--- config.mk ---
export PLATFORM = sky130hd
export DESIGN_NAME = uart_tx_arbiter
export DESIGN_NICKNAME = d
export VERILOG_FILES = /design/src/rtl/uart_tx_arbiter.sv
export SDC_FILE = /design/constraint.sdc
export NUM_CORES = 1
export LEC_CHECK = 0
export BUFFER_PORTS_ARGS = -buffer_cell sky130_fd_sc_hd__buf_4
export CORE_MARGIN = 1.5
export CORE_UTILIZATION = 51
export CTS_BUF_LIST = sky130_fd_sc_hd__clkbuf_4
export CTS_CLUSTER_DIAMETER = 200
export DETAILED_ROUTE_END_ITERATION = 6
export PLACE_DENSITY_LB_ADDON = 0.12
export SLEW_MARGIN = 20
export SYNTH_ARGS = -nofsm -noshare
export SYNTH_HDL_FRONTEND = slang
export SYNTH_SLANG_ARGS = --single-unit
--- constraint.sdc ---
create_clock -name clk_i -period 2.25 [get_ports clk_i]
set_input_delay 0.225 -clock clk_i [delete_from_list [all_inputs] [get_ports clk_i]]
set_output_delay 0.225 -clock clk_i [all_outputs]
set_load 0.05 [all_outputs]
--- src/rtl/uart_tx_arbiter.sv ---
// uart_tx_arbiter: round-robin arbiter that lets NUM_REQ byte streams share
// one uart_tx. A grant is held for a whole packet (up to req_last) and is
// revoked if the holder stays idle for LOCK_TIMEOUT cycles.
//
// Ports:
//   clk_i           clock, rising edge
//   rst_ni          synchronous active-low reset
//   req_valid_i     per-requester byte valid
//   req_data_i      per-requester byte, requester i on [8i+7:8i]
//   req_last_i      per-requester end-of-packet marker
//   req_ready_o     per-requester accept (decoded from registered state)
//   out_data_o      byte to uart_tx
//   out_valid_o     byte valid to uart_tx
//   out_ready_i     uart_tx ready
//   grant_active_o  a requester holds the grant (LOCK or SEND)
//   grant_id_o      current or most recent grant holder
//   timeout_pulse_o one-cycle pulse when a grant is revoked by timeout
module uart_tx_arbiter #(
    parameter  int NUM_REQ      = 4,
    parameter  int LOCK_TIMEOUT = 1000,
    localparam int ID_W         = $clog2(NUM_REQ)
) (
    input  logic                 clk_i,
    input  logic                 rst_ni,
    input  logic [NUM_REQ-1:0]   req_valid_i,
    input  logic [8*NUM_REQ-1:0] req_data_i,
    input  logic [NUM_REQ-1:0]   req_last_i,
    output logic [NUM_REQ-1:0]   req_ready_o,
    output logic [7:0]           out_data_o,
    output logic                 out_valid_o,
    input  logic                 out_ready_i,
    output logic                 grant_active_o,
    output logic [ID_W-1:0]      grant_id_o,
    output logic                 timeout_pulse_o
);

    localparam int CNT_W = $clog2(LOCK_TIMEOUT);
    localparam logic [CNT_W-1:0] TMO_MAX = CNT_W'(LOCK_TIMEOUT - 1);

    typedef enum logic [1:0] {
        IDLE,
        LOCK,
        SEND
    } state_e;

    state_e            state_q;
    logic [ID_W-1:0]   grant_id_q;
    logic [ID_W-1:0]   last_id_q;
    logic [7:0]        out_data_q;
    logic              out_valid_q;
    logic              last_flag_q;
    logic              grant_active_q;
    logic              timeout_pulse_q;
    logic [CNT_W-1:0]  tcnt_q;

    logic [ID_W-1:0]   pick_id;
    logic              pick_vld;
    logic              sel_valid;
    logic              sel_last;
    logic [7:0]        sel_data;

    // Round-robin search starting just after the last holder, with wrap.
    always_comb begin : rr_search
        logic [ID_W-1:0] cand;
        cand     = '0;
        pick_id  = last_id_q;
        pick_vld = 1'b0;
        for (int k = 1; k <= NUM_REQ; k++) begin
            cand = ID_W'((int'(last_id_q) + k) % NUM_REQ);
            if (!pick_vld && req_valid_i[cand]) begin
                pick_id  = cand;
                pick_vld = 1'b1;
            end
        end
    end

    // Signals of the current grant holder.
    always_comb begin : holder_mux
        sel_valid = 1'b0;
        sel_last  = 1'b0;
        sel_data  = 8'h00;
        for (int i = 0; i < NUM_REQ; i++) begin
            if (grant_id_q == ID_W'(i)) begin
                sel_valid = req_valid_i[i];
                sel_last  = req_last_i[i];
                sel_data  = req_data_i[8*i +: 8];
            end
        end
    end

    // Ready depends on registered state only, never on req_valid.
    always_comb begin : ready_decode
        req_ready_o = '0;
        for (int i = 0; i < NUM_REQ; i++) begin
            req_ready_o[i] = (state_q == LOCK) &&
                             (grant_id_q == ID_W'(i));
        end
    end

    always_ff @(posedge clk_i) begin
        if (!rst_ni) begin
            state_q         <= IDLE;
            grant_id_q      <= '0;
            last_id_q       <= ID_W'(NUM_REQ - 1);
            out_data_q      <= 8'h00;
            out_valid_q     <= 1'b0;
            last_flag_q     <= 1'b0;
            grant_active_q  <= 1'b0;
            timeout_pulse_q <= 1'b0;
            tcnt_q          <= '0;
        end else begin
            timeout_pulse_q <= 1'b0;
            unique case (state_q)
                IDLE: begin
                    if (pick_vld) begin
                        grant_id_q     <= pick_id;
                        grant_active_q <= 1'b1;
                        tcnt_q         <= '0;
                        state_q        <= LOCK;
                    end
                end
                LOCK: begin
                    // A byte arriving in the would-be timeout cycle wins.
                    if (sel_valid) begin
                        out_data_q  <= sel_data;
                        last_flag_q <= sel_last;
                        out_valid_q <= 1'b1;
                        tcnt_q      <= '0;
                        state_q     <= SEND;
                    end else if (tcnt_q == TMO_MAX) begin
                        tcnt_q          <= '0;
                        last_id_q       <= grant_id_q;
                        timeout_pulse_q <= 1'b1;
                        grant_active_q  <= 1'b0;
                        state_q         <= IDLE;
                    end else begin
                        tcnt_q <= tcnt_q + 1'b1;
                    end
                end
                SEND: begin
                    if (out_ready_i) begin
                        out_valid_q <= 1'b0;
                        if (last_flag_q) begin
                            last_id_q      <= grant_id_q;
                            grant_active_q <= 1'b0;
                            state_q        <= IDLE;
                        end else begin
                            state_q <= LOCK;
                        end
                    end
                end
                default: begin
                    state_q <= IDLE;
                end
            endcase
        end
    end

    assign out_data_o      = out_data_q;
    assign out_valid_o     = out_valid_q;
    assign grant_active_o  = grant_active_q;
    assign grant_id_o      = grant_id_q;
    assign timeout_pulse_o = timeout_pulse_q;

endmodule

### Word level (Yosys, flattened, before mapping)

Cells that the tools add are included.

* output and inout bits: 17
* input port bits: 43
* flip-flop bits (word level): 28
* logic and storage cells: 109

* multiplexer cells: 53
* reduce and logical (&&, ||, !) cells: 23
* order comparisons: 4
* equality and inequality tests: 13
* add/sub/neg operators: 5
* bitwise operators: 2

Operators with widths (number)
* 8-bit 2-to-1 mux: 4
* 10-bit 2-to-1 mux: 3
* 1-bit 2-to-1 mux: 25
* 2-bit 2-to-1 mux: 12
* 10-bit one-hot mux with 2 select lines: 1
* 2-bit by 3-bit < comparator with 1-bit output (second input constant): 4
* 10-bit by 1-bit adder with 10-bit output (second input constant): 1
* 10-bit == test (second input constant): 1
* 2-bit != test (second input constant): 5
* 1-bit binary-select mux with 2-bit select: 4
* 1-bit logical AND: 7
* 2-bit == test (second input constant): 3
* 2-bit one-hot mux with 3 select lines: 1
* 2-bit AND reduction: 3
* 3-bit AND reduction: 2
* 6-bit AND reduction: 1
* 5-bit AND reduction: 1
* 2-bit by 1-bit adder with 2-bit output (second input constant): 2
* 2-bit adder (second input constant): 2
* 2-bit by 1-bit == test with 1-bit output (second input constant): 2
* 2-bit zero test: 2
* 2-bit one-hot mux with 2 select lines: 1
* 2-bit nonzero test: 2
* 1-bit zero test: 3
* 7 further kinds: 8

### Logic depth before layout (Yosys ltp)

* depth in word-level cells: 15
* mapped depth: 8
* mapped depth without buffers: 7

### Worst setup path before layout

No wires, ideal clock.

* path kind: register to register
* from: reg grant_id_q[0] (netlist: grant_id_o[0])
* to: reg last_id_q[1]
* library setup time: 0.115 ns
* data required time: 2.135 ns
* arrival: 2.239 ns
* path buffers: 0
* clock period less this slack: 2.355 ns
* setup slack: -0.105 ns
* stages on the path, launching flop included: 6
* cells stage by stage: dfxtp_1 > mux4_2 > o41a_1 > nor3b_2 > mux2i_1 > nand2_1

* word-level cells in the longest chain between the ends: 7
* elaborated cells between the ends (all ways): 10
* those cells by class: eq/ne (4); mux (4); reduce/logical (2)

Ends and longest elaborated chain
* start, declared: RTL line 47 `logic [ID_W-1:0] grant_id_q;`
* start signal, assigned: RTL line 116 `grant_id_q <= pick_id;`
* 2-bit zero test: RTL line 83 `if (grant_id_q == ID_W'(i)) begin`
* 1-bit 2-to-1 mux (3 in series): RTL line 83
* 1-bit 2-to-1 mux *: RTL line 83
* 2-bit != test (no line) *
* 5-bit AND reduction (no line) *
* end signal, assigned: RTL line 104 `last_id_q <= ID_W'(NUM_REQ - 1);`
* end signal, assigned: RTL line 132 `last_id_q <= grant_id_q;`
* end signal, assigned: RTL line 144 `last_id_q <= grant_id_q;`
* end, declared: RTL line 48 `logic [ID_W-1:0] last_id_q;`

Every way passes the cells marked *; elsewhere a longest branch is shown, timed or not.
A chain may end at the register's enable or synchronous reset.

### Final worst setup path

Ends and elaborated chain as after synthesis.

==> results.md <==
* Final setup margin at 0.281 ns
* Sw power at 1040 uW
* Leak pwr at 0.000951 uW
* Routed WL at 4030 microns
* DR vias at 1519
* Least-Margin Pin Slew at 0.576 ns
* Synthesized flop and latch total at 28
* Peak supply drop at 653 uV
* WP buf/inv at 0
* Post-synth EDFFs at 0
* Wire per inst at 15.1 microns
* CP Max Fanout at 3
* Clock Latency Late Sink at 0.32 ns
* PD cells at 1120 mW/mm^2
* P_int at 1360 uW
* CP Data Arrival Time at 2.21 ns
* HP Class: primary input to register
* Seq/Total Area, Yosys at 0.351
* Most frequent cell after synthesis: dfxtp_1
* Net count, final at 283
* Crit-path slowest cell: mux4_2
* Post-Syn Instances at 171
* Vert. Die Dim at 59.0 microns
* Post-CTS Setup Bufs at 0
* Fin. max-slew vios at 0
* Maximum clock rate at 508 MHz
* Crit-path cells: mux4_2 > o41a_1 > nor3b_2 > mux2i_1 > nand2_1
* Outcome: complete, no violations
* Initial antenna violation count at 0
* Clock power frac at 0.135
* Post-synth top cells: dfxtp_1 (28), nor2_1 (27), a21oi_1 (12), nand2_1 (12), mux2i_1 (11)
* Dominant cell type by area after synthesis: dfxtp_1
* Clk slew on worst S/H paths at 0.15 ns
* # setup viols final at 0
* Fraction of layout cells with a size suffix above 1 at 0.363
* Inserted Diodes at 0
* First DRT Iteration DRCs at 64
* Syn nets at 219
* Tmin final at 1.97 ns
* # DRC at 0
* Sequential power share at 0.294
* Post-DP HPWL at 3230 microns
* Period utilisation layout at 0.875
* Final hold viol count at 0
* Drt pass-1 iters at 4
* Final Power at 2410 uW
* Synth-to-Final Area Change at 35.0%
* Post-Route Utilization at 0.718
* Critical path required time at 2.49 ns
* Setup TNS at 0 ns
* Yosys cell types at 36
* Max-capacitance violation count at 0
* Place WS at 0.283 ns
* CTS tree: done
* Mean Syn Cell Area at 9.34 sq um
* Die X at 59.0 microns
* Logic pwr share at 0.571
* Global Route Usage Sum at 0.259
* Final clock skew at 0.00312 ns
* Max incr delay on CP at 0.52 ns
* # hold bufs at CTS at 0
* Largest cells by area after synthesis: dfxtp_1 (35%), mux4_2 (14%), mux2i_1 (6.9%), nor2_1 (6.3%), ha_1 (3.9%)
* CP Capture Type: register
* Yosys warning total at 0
* Root Buffer: clkbuf_4
* Overflow after GRT at 0
* Die Area at 0.00348 sq mm
* Cell family with most CP delay: multiplexers
* Vias per cell at 5.69
* Slew headroom at 0.613
* RSZ-0062 raised after global routing: false
* Cts bufs inserted at 3
* Async S/R FF share, synth at 0
* Type of the worst setup path: register to register
* Port bufs at 59
* GP Congestion at 0.820
* Main synth FF type: dfxtp_1
* Sink Count at 28
* H-tree level count at 1
* Clk buf depth at 2
* Initial Utilization at 0.532
* Core area at 0.00300 sq mm
* Largest net degree at the start of global routing at 17
* CP startpoint kind: register
* Post-Syn Area at 0.00160 sq mm
* Vias in the first global route at 1526
* Switching share of power at 0.433
* Cts repair resizes at 0
* Final ANT Viol Nets at 0
* Rows at 20
* Top cell type's share of synthesized area at 0.351
* First-pass GRT wire length at 6880 microns
* Num ports at 60
cell usage in the layout (no fill, tap or decap), types with 3 or more instances in the layout:
cell,Yosys,routed
nand2b_1,4,4
a21oi_1,12,12
nor2_1,27,27
nand4_1,4,4
nand3_1,5,5
ha_1,5,5
mux2i_1,11,11
buf_4,0,65
inv_1,9,9
dfxtp_1,28,26
xnor2_1,3,3
xor2_1,5,5
nand2_1,12,12
o21ai_0,5,5
clkbuf_4,0,3
mux4_2,10,10
flip-flops by register name, summed over array words and instances, names as in the netlist, 2 cells and up:
name and cells:
tcnt_q 10, out_data_o 8, grant_id_o 2, last_id_q 2
state_q 2
final timing paths:
kind | slack (ns) | depth (start not counted) | to | from
worst max-delay path | 0.28 | 5 | last_id_q[1]$_SDFFE_PN1P_ | grant_id_o[0]$_SDFFE_PN0P_
worst min-delay path | 0.10 | 2 | last_id_q[1]$_SDFFE_PN1P_ | rst_ni
worst max register to register | 0.28 | 5 | last_id_q[1]$_SDFFE_PN1P_ | grant_id_o[0]$_SDFFE_PN0P_
worst min register to register | 0.51 | 2 | state_q[0]$_SDFFE_PN0P_ | state_q[0]$_SDFFE_PN0P_
power groups by stage:
stage,registers (uW),clock network (uW),logic [uW]
2_1_floorplan,915,0,780
3_3_place_gp,707,0,1330
3_5_place_dp,718,0,1380
4_1_cts,707,337,1380
5_1_grt,723,354,1510
6_report,708,326,1380
worst register-to-register path: cells and delay by family, from the launching register on:
kind	cells	cell delay, ns
AOI/OAI and AO/OA	1	0.46
muxes	2	0.73
DFF	1	0.37
and+or+nand+nor	2	0.33
layer usage:
layer,vias to the layer above,global-route usage,wire length (microns),share of wire
met5,-,0,0,0
met4,0,0.0844,61,0.015
met1,716,0.341,1700,0.42
met3,6,0.0284,204,0.051
li1,747,-,-,-
met2,50,0.446,2070,0.51
cell families after synthesis:
logic type      Yosys count  share of synthesized area
fa+ha+maj                 5                     0.0392
buf+inv                  15                     0.0368
compound gates           31                      0.122
xor+xnor                  8                     0.0439
mux                      23                      0.224
simple gates             61                      0.183
flops                    28                      0.351
area by class of cell:
class	instances	area [sq um]
Fill cell	232	846
Inverter	9	33.8
Sequential cell	28	563
Timing Repair Buffer	65	488
Clock buffer	3	22.5
Clock inverter	1	30.0
Tap cell	33	41.3
Multi-Input combinational cell	128	978
per-stage QoR:
step,instances,hold slack [ns],area (sq um)
final,267,0.104,2160
after global routing,267,0.114,2160
after CTS,267,0.0968,2160
after detailed placement,263,0.461,2100
after global placement,263,0.446,2100
after floorplan,171,0.287,1600
(Power assumes the default switching activity.)
